--- src/rtl/kgp_mem_pkg.sv ---
// Shared DataMem constants and controller state encoding for KGP-RISC.
// Latency: none (declarations only).
// Backpressure: n/a.
package kgp_mem_pkg;

    localparam int ADDR_W   = 10;   // DataMem word-address width (1024 words)
    localparam int DATA_W   = 32;   // DataMem data width
    localparam int BYTE_OFF = 2;    // byte-offset bits within a 32-bit word

    typedef enum logic [1:0] {
        IDLE  = 2'd0,
        ISSUE = 2'd1,
        WAIT  = 2'd2,
        RESP  = 2'd3
    } state_t;

endpackage

--- src/rtl/dmem_addr_chk.sv ---
// Effective-address adder with word-address slice and alignment/range flags.
// Latency: combinational.
// Backpressure: none; shared by the instruction-fetch side as well.
module dmem_addr_chk
    import kgp_mem_pkg::*;
#(
    parameter int ADDR_W = kgp_mem_pkg::ADDR_W
) (
    input  logic [31:0]       base,
    input  logic [31:0]       offset,
    output logic [ADDR_W-1:0] word_addr,
    output logic              misalign,
    output logic              out_of_range
);

    logic [31:0] ea;

    // Byte address is base + signed offset; 32-bit wrap-around is intentional.
    always_comb begin
        ea           = base + offset;
        word_addr    = ea[ADDR_W+BYTE_OFF-1:BYTE_OFF];
        misalign     = |ea[BYTE_OFF-1:0];
        out_of_range = |ea[31:ADDR_W+BYTE_OFF];
    end

endmodule

--- src/rtl/dmem_access_ctrl.sv ---
// Load/store initiator for DataMem port A: address check, issue, read-latency wait, response.
// Latency: error rsp at accept edge E0, store at E1, load at E(1+RD_LAT); all outputs registered.
// Backpressure: one request in flight; req_ready low until the response is taken with rsp_ready.
module dmem_access_ctrl
    import kgp_mem_pkg::*;
#(
    parameter int ADDR_W = kgp_mem_pkg::ADDR_W,
    parameter int DATA_W = kgp_mem_pkg::DATA_W,
    parameter int RD_LAT = 1
) (
    input  logic              clka,
    input  logic              rsta,
    input  logic              req_valid,
    output logic              req_ready,
    input  logic              req_we,
    input  logic [31:0]       req_base,
    input  logic [31:0]       req_offset,
    input  logic [DATA_W-1:0] req_wdata,
    output logic              rsp_valid,
    input  logic              rsp_ready,
    output logic [DATA_W-1:0] rsp_rdata,
    output logic              rsp_err,
    output logic              mem_wea,
    output logic [ADDR_W-1:0] mem_addra,
    output logic [DATA_W-1:0] mem_dina,
    input  logic [DATA_W-1:0] mem_douta
);

    state_t            state, state_nxt;
    logic [1:0]        cnt, cnt_nxt;
    logic              req_ready_nxt, rsp_valid_nxt, rsp_err_nxt, mem_wea_nxt;
    logic [DATA_W-1:0] rsp_rdata_nxt, mem_dina_nxt;
    logic [ADDR_W-1:0] mem_addra_nxt;

    logic [ADDR_W-1:0] word_addr;
    logic              misalign, out_of_range;

    dmem_addr_chk #(
        .ADDR_W (ADDR_W)
    ) u_addr_chk (
        .base         (req_base),
        .offset       (req_offset),
        .word_addr    (word_addr),
        .misalign     (misalign),
        .out_of_range (out_of_range)
    );

    // State and every output register; reset also kills any in-flight write strobe.
    always_ff @(posedge clka or posedge rsta) begin
        if (rsta) begin
            state     <= IDLE;
            cnt       <= '0;
            req_ready <= 1'b0;
            rsp_valid <= 1'b0;
            rsp_rdata <= '0;
            rsp_err   <= 1'b0;
            mem_wea   <= 1'b0;
            mem_addra <= '0;
            mem_dina  <= '0;
        end else begin
            state     <= state_nxt;
            cnt       <= cnt_nxt;
            req_ready <= req_ready_nxt;
            rsp_valid <= rsp_valid_nxt;
            rsp_rdata <= rsp_rdata_nxt;
            rsp_err   <= rsp_err_nxt;
            mem_wea   <= mem_wea_nxt;
            mem_addra <= mem_addra_nxt;
            mem_dina  <= mem_dina_nxt;
        end
    end

    // Next-state and next-output values; registers hold unless a state changes them.
    always_comb begin
        state_nxt     = state;
        cnt_nxt       = cnt;
        req_ready_nxt = req_ready;
        rsp_valid_nxt = rsp_valid;
        rsp_rdata_nxt = rsp_rdata;
        rsp_err_nxt   = rsp_err;
        mem_wea_nxt   = 1'b0;
        mem_addra_nxt = mem_addra;
        mem_dina_nxt  = mem_dina;

        case (state)
            IDLE: begin
                req_ready_nxt = 1'b1;
                if (req_valid && req_ready) begin
                    req_ready_nxt = 1'b0;
                    if (misalign || out_of_range) begin
                        // Bad address: answer straight away, DataMem untouched.
                        state_nxt     = RESP;
                        rsp_valid_nxt = 1'b1;
                        rsp_err_nxt   = 1'b1;
                        rsp_rdata_nxt = '0;
                    end else begin
                        state_nxt     = ISSUE;
                        mem_addra_nxt = word_addr;
                        mem_wea_nxt   = req_we;
                        if (req_we) begin
                            mem_dina_nxt = req_wdata;
                        end
                    end
                end
            end

            ISSUE: begin
                // mem_wea still high here marks the operation as a store.
                if (mem_wea) begin
                    state_nxt     = RESP;
                    rsp_valid_nxt = 1'b1;
                    rsp_err_nxt   = 1'b0;
                    rsp_rdata_nxt = '0;
                end else begin
                    state_nxt = WAIT;
                    cnt_nxt   = 2'(RD_LAT - 1);
                end
            end

            WAIT: begin
                if (cnt == 2'd0) begin
                    state_nxt     = RESP;
                    rsp_valid_nxt = 1'b1;
                    rsp_err_nxt   = 1'b0;
                    rsp_rdata_nxt = mem_douta;
                end else begin
                    cnt_nxt = cnt - 2'd1;
                end
            end

            RESP: begin
                if (rsp_ready) begin
                    state_nxt     = IDLE;
                    rsp_valid_nxt = 1'b0;
                    req_ready_nxt = 1'b1;
                end
            end

            default: begin
                state_nxt = IDLE;
            end
        endcase
    end

endmodule

--- config.mk ---
export PLATFORM = sky130hd
export DESIGN_NAME = dmem_access_ctrl
export DESIGN_NICKNAME = d
export VERILOG_FILES = /design/src/rtl/kgp_mem_pkg.sv /design/src/rtl/dmem_addr_chk.sv /design/src/rtl/dmem_access_ctrl.sv
export SDC_FILE = /design/constraint.sdc
export NUM_CORES = 1
export LEC_CHECK = 0
export CAP_MARGIN = 20
export CORE_UTILIZATION = 44
export CTS_BUF_LIST = sky130_fd_sc_hd__clkbuf_16
export DETAILED_ROUTE_END_ITERATION = 8
export GPL_TIMING_DRIVEN = 1
export PLACE_DENSITY = 0.78
export SYNTH_ARGS = -nofsm -noshare
export SYNTH_HDL_FRONTEND = slang
export SYNTH_HIERARCHICAL = 1
export SYNTH_SLANG_ARGS = --single-unit
--- constraint.sdc ---
create_clock -name clka -period 2.8 [get_ports clka]
set_input_delay 0.42 -clock clka [delete_from_list [all_inputs] [get_ports clka]]
set_output_delay 0.42 -clock clka [all_outputs]
set_load 0.03 [all_outputs]
==> out/summary.log, run 1 <==
qor: yosys.yosys_reg_bits 82
qor: worst_setup_path.worst_setup_path_end_kind flip-flop
qor: timing.finClkSkew 0.00929 ns
qor: worst_setup_path.critPathMaxStageDelay 0.49 ns
qor: worst_setup_path.cp_data_arrival_time 3.92 ns
qor: yosys.mean_syn_cell_area 10.2 um2
qor: timing.grt_setup_unrepaired yes
qor: placement.dp_hpwl 12700 um
qor: placement.gp_weighted_congestion 0.933
qor: cells_and_area.nFillCells 670
qor: timing.finalSetupViolCount 78
qor: pwr.max-vdd-ir-drop 460 uV
qor: worst_setup_path.timing.critical_path.fanout_max 5
qor: cells_and_area.fin_nets 1009
qor: placement.placed_area 8290 um2
qor: worst_setup_path.worst-r2r-setup-slack 0.58 ns
qor: cells_and_area.area_delta_synth_final 76.9%
qor: route.post_drt_wl_per_cell 18.1 um
qor: worst_setup_path.startpoint req_base[8]
qor: floorplan.floorplan.die_area 12400 um2
qor: floorplan.starting_density_of_the_core 45.6%
qor: worst_setup_path.critical_path_required 3.06 ns
qor: floorplan.ioPinCount 211
qor: floorplan.placementRows 39
qor: yosys.postSynth.asyncResetShare 100%
qor: timing.final.period_utilization 131%
qor: pwr.total_power_consumption 6620 uW
qor: worst_setup_path.regToRegStartpoint state[0]$_DFFE_PP0P_
qor: timing.setup_total_negative_slack -61.42 ns
qor: global_route.globalRoute.totalOverflow 0
qor: yosys.dominantRegCellSynth dfrtp_1
qor: route.drt_first_pass_iters 6
qor: worst_setup_path.crit_slowest_cell a2111o_1
qor: yosys.synth_top_area_share 38.9%
qor: timing.slew_headroom 52.7%
qor: clock_network.clkSinkCount 82
qor: worst_setup_path.timing.critical_path.from_type input pin
qor: cells_and_area.final_design_area_no_fill 9340 um2
qor: cells_and_area.n_antenna_cell 0
qor: yosys.netlist.top_cell.by_area dfrtp_1
qor: clock_network.cts.hold.buffers_added 0
qor: timing.min_period 3.66 ns
qor: route.route.vias.total 5323
qor: route.route.detailed.drc 9
qor: placement.place.detailed.instances 953
qor: global_route.largest_net_degree_at_the_start_of_global_routing 44
qor: clock_network.clk_transition_reported_paths 0.07 ns
qor: clock_network.clk_path_buf_depth 2
qor: clock_network.tritoncts.num_buffers 9
qor: clock_network.clk_root_buffer_cell clkbuf_16
qor: yosys.post_synth_inst_count 516
qor: global_route.first_global_vias 5886
qor: cells_and_area.final_layout_size_suffix_gt1_share 31.5%
qor: outcome.failed_checks DRC, setup timing
qor: timing.worst_slew_pin_slew 0.708 ns
qor: floorplan.dieHeight 112 um
qor: outcome.status complete, but fails checks
qor: route.drtAntennaViolNets 0
qor: timing.worst_slack -0.861 ns
qor: route.routed_via_density 5.39
qor: global_route.combined_global_route_utilization_of_all_metal_layers 29.5%
qor: yosys.synth.lib_cells_used.distinct 62
qor: yosys.cell_area_after_technology_mapping 5280 um2
qor: pwr.leakage 0.00435 uW
qor: floorplan.core_ar 11600 um2
qor: yosys.synth_enable_flop_cells 0
qor: global_route.initial_antenna_violation_count 0
qor: timing.slew_violations 0
qor: clock_network.htree_num_levels 3
qor: yosys.synthesis.nets 686
qor: hold_path.hold_class reg2reg
qor: floorplan.die_w 112 um
qor: worst_setup_path.worst-setup-path-type in2reg
qor: cells_and_area.stdcell_count 987
qor: yosys.ys_top_cells_by_area dfrtp_1, ha_1, mux2_4
qor: hold_path.hold_crit_start mem_addra[6]$_DFFE_PP0P_
qor: pwr.power.density 709 nW/um2
qor: yosys.yosysWarningCount 6
qor: placement.portBuffers 210
qor: global_route.global_route_wire_length_before_repair 28800 um
qor: clock_network.tritoncts built
qor: clock_network.worst_skew_pair.late_latency 0.34 ns
qor: timing.max_freq 273 MHz
qor: flow_run.cap_viol_max_count 0
qor: worst_setup_path.crit_top_cell nand4_1
qor: yosys.yosysSeqAreaShare 38.9%
qor: route.drt_iter0_markers 214
qor: worst_setup_path.crit_path_cell_trace dlygate4sd2_1 -> ha_4 -> buf_6 -> nand4_1 -> o22ai_4 -> nand2_4 -> a2111o_1 -> nand2_1 -> xnor2_1 -> nand4_1 -> and4b_1 -> nand4_1 -> or3b_4 -> o21ai_2 -> a2111o_2 -> buf_6 -> buf_16 -> mux2i_4
qor: timing.hold_viol_final 0
qor: route.detail_route.wirelength 17900 um
[sequential cells by signal, indices dropped and copies added (netlist names)]
| signal | flops |
|---|---|
| mem_wea | 1 |
| cnt | 2 |
| mem_dina | 32 |
| req_ready | 1 |
| rsp_rdata | 32 |
| state | 2 |
| mem_addra | 10 |
| rsp_err | 1 |
| rsp_valid | 1 |
[cell usage after synthesis, types with 4 or more instances]
| master | n |
|---|---|
| dfrtp_1 | 82 |
| nand2_1 | 65 |
| inv_1 | 46 |
| ha_1 | 36 |
| mux2i_1 | 34 |
| mux2_4 | 29 |
| a21oi_1 | 27 |
| nor2_1 | 22 |
| o21ai_0 | 16 |
| xnor2_1 | 15 |
| mux2_2 | 13 |
| a21o_1 | 11 |
| nand3_1 | 7 |
| nand4_1 | 7 |
| xor2_1 | 7 |
| a31oi_1 | 6 |
| buf_6 | 6 |
| o21ai_1 | 6 |
| a211oi_1 | 5 |
| a21oi_2 | 5 |
| o21bai_1 | 4 |
[layer usage]
layer	GRT usage, %	wire length (um)
met3	7.68	1280
met5	0	0
met4	13.1	734
met1	31.4	6610
met2	54.8	9250
[critical path: cells and delay by family]
family,cells,cell delay [ns]
XOR/XNOR,1,0.12
adder cells (fa/ha/maj),1,0.31
buffers and inverters,4,0.65
AO/OA/AOI/OAI,4,0.95
multiplexers,1,0.23
AND/OR/NAND/NOR,7,1.23
[cell usage in the layout (no fill, tap or decap), types with 4 or more instances in the layout]
master	synthesis	routed
xor2_1	7	7
buf_6	6	14
a21oi_2	5	9
nand3_1	7	5
clkbuf_16	0	10
o21ai_0	16	9
nand4_1	7	7
a21oi_4	0	6
o21ai_1	6	4
o21ai_2	1	10
mux2_4	29	29
xnor2_1	15	15
a21oi_1	27	17
ha_4	0	19
buf_4	3	100
mux2_2	13	13
dlygate4sd2_1	0	30
buf_12	0	4
nor2_1	22	19
bufinv_16	0	4
ha_1	36	17
inv_1	46	44
nand2_1	65	62
clkdlybuf4s50_1	0	174
mux2i_1	34	30
dfrtp_1	82	82
a21o_1	11	11
[final cells by class]
class	count	area (um2)	area share, %
clock buffers	9	225	2.41
clock inverters	7	141	1.51
inverters	46	174	1.86
multi-input cells	371	3450	36.9
flip-flops and latches	82	2050	22.0
well taps	143	179	1.92
repair buffers	329	3120	33.4
[kinds of logic after synthesis]
logic type	count (synthesis)	share of synthesized area, %
multiplexers	76	17.5
buffers and inverters	63	5.81
AND/OR/NAND/NOR	125	10.9
AO/OA/AOI/OAI	111	14.4
adder cells (fa/ha/maj)	37	8.91
flip-flops	82	38.9
XOR/XNOR	22	3.65
[path summary, 6_finish.rpt]
path | to | depth (start not counted)
worst max-delay path | rsp_rdata[2]$_DFFE_PP0P_ | 18
worst min-delay path | mem_addra[6]$_DFFE_PP0P_ | 1
min in group asynchronous | mem_dina[11]$_DFFE_PP0P_ | 2
worst max register to register | rsp_rdata[2]$_DFFE_PP0P_ | 8
max in group asynchronous | rsp_rdata[17]$_DFFE_PP0P_ | 3
worst min register to register | mem_addra[6]$_DFFE_PP0P_ | 1
[through the flow]
step	hold WS, ns	setup slack (ns)	util [%]
after floorplan	0.520	-0.757	-
after global placement	0.488	-1.48	71.7
after detailed placement	0.494	-1.53	71.7
after CTS	0.518	-0.827	80.3
after global routing	0.534	-0.964	80.7
final	0.508	-0.861	80.7
[repair_timing]
item,in CTS,in global routing
gates cloned,3,1
endpoints found under the setup margin,78,78
setup buffers,19,2
hold endpoints to repair,0,0
resized for setup,138,16
pin swaps,50,19
[power breakdown]
group	leakage, uW	switching [uW]	internal, uW	total, uW
clock network	0.000181	476	963	1440
logic	0.00306	1810	1760	3560
registers	0.00112	166	1450	1610
total	0.00435	2450	4170	6620
No activity file was read; power rests on OpenSTA's default activity.
==> run 2, diff against run 1 <==
--- a/config.mk
+++ b/config.mk
@@ -5,6 +5,7 @@
 export SDC_FILE = /design/constraint.sdc
 export NUM_CORES = 1
 export LEC_CHECK = 0
+export ABC_AREA = 0
 export CAP_MARGIN = 20
 export CORE_UTILIZATION = 44
 export CTS_BUF_LIST = sky130_fd_sc_hd__clkbuf_16
==> results of run 2 <==
Final layout, timing and power as in run 1 (identical DEF).
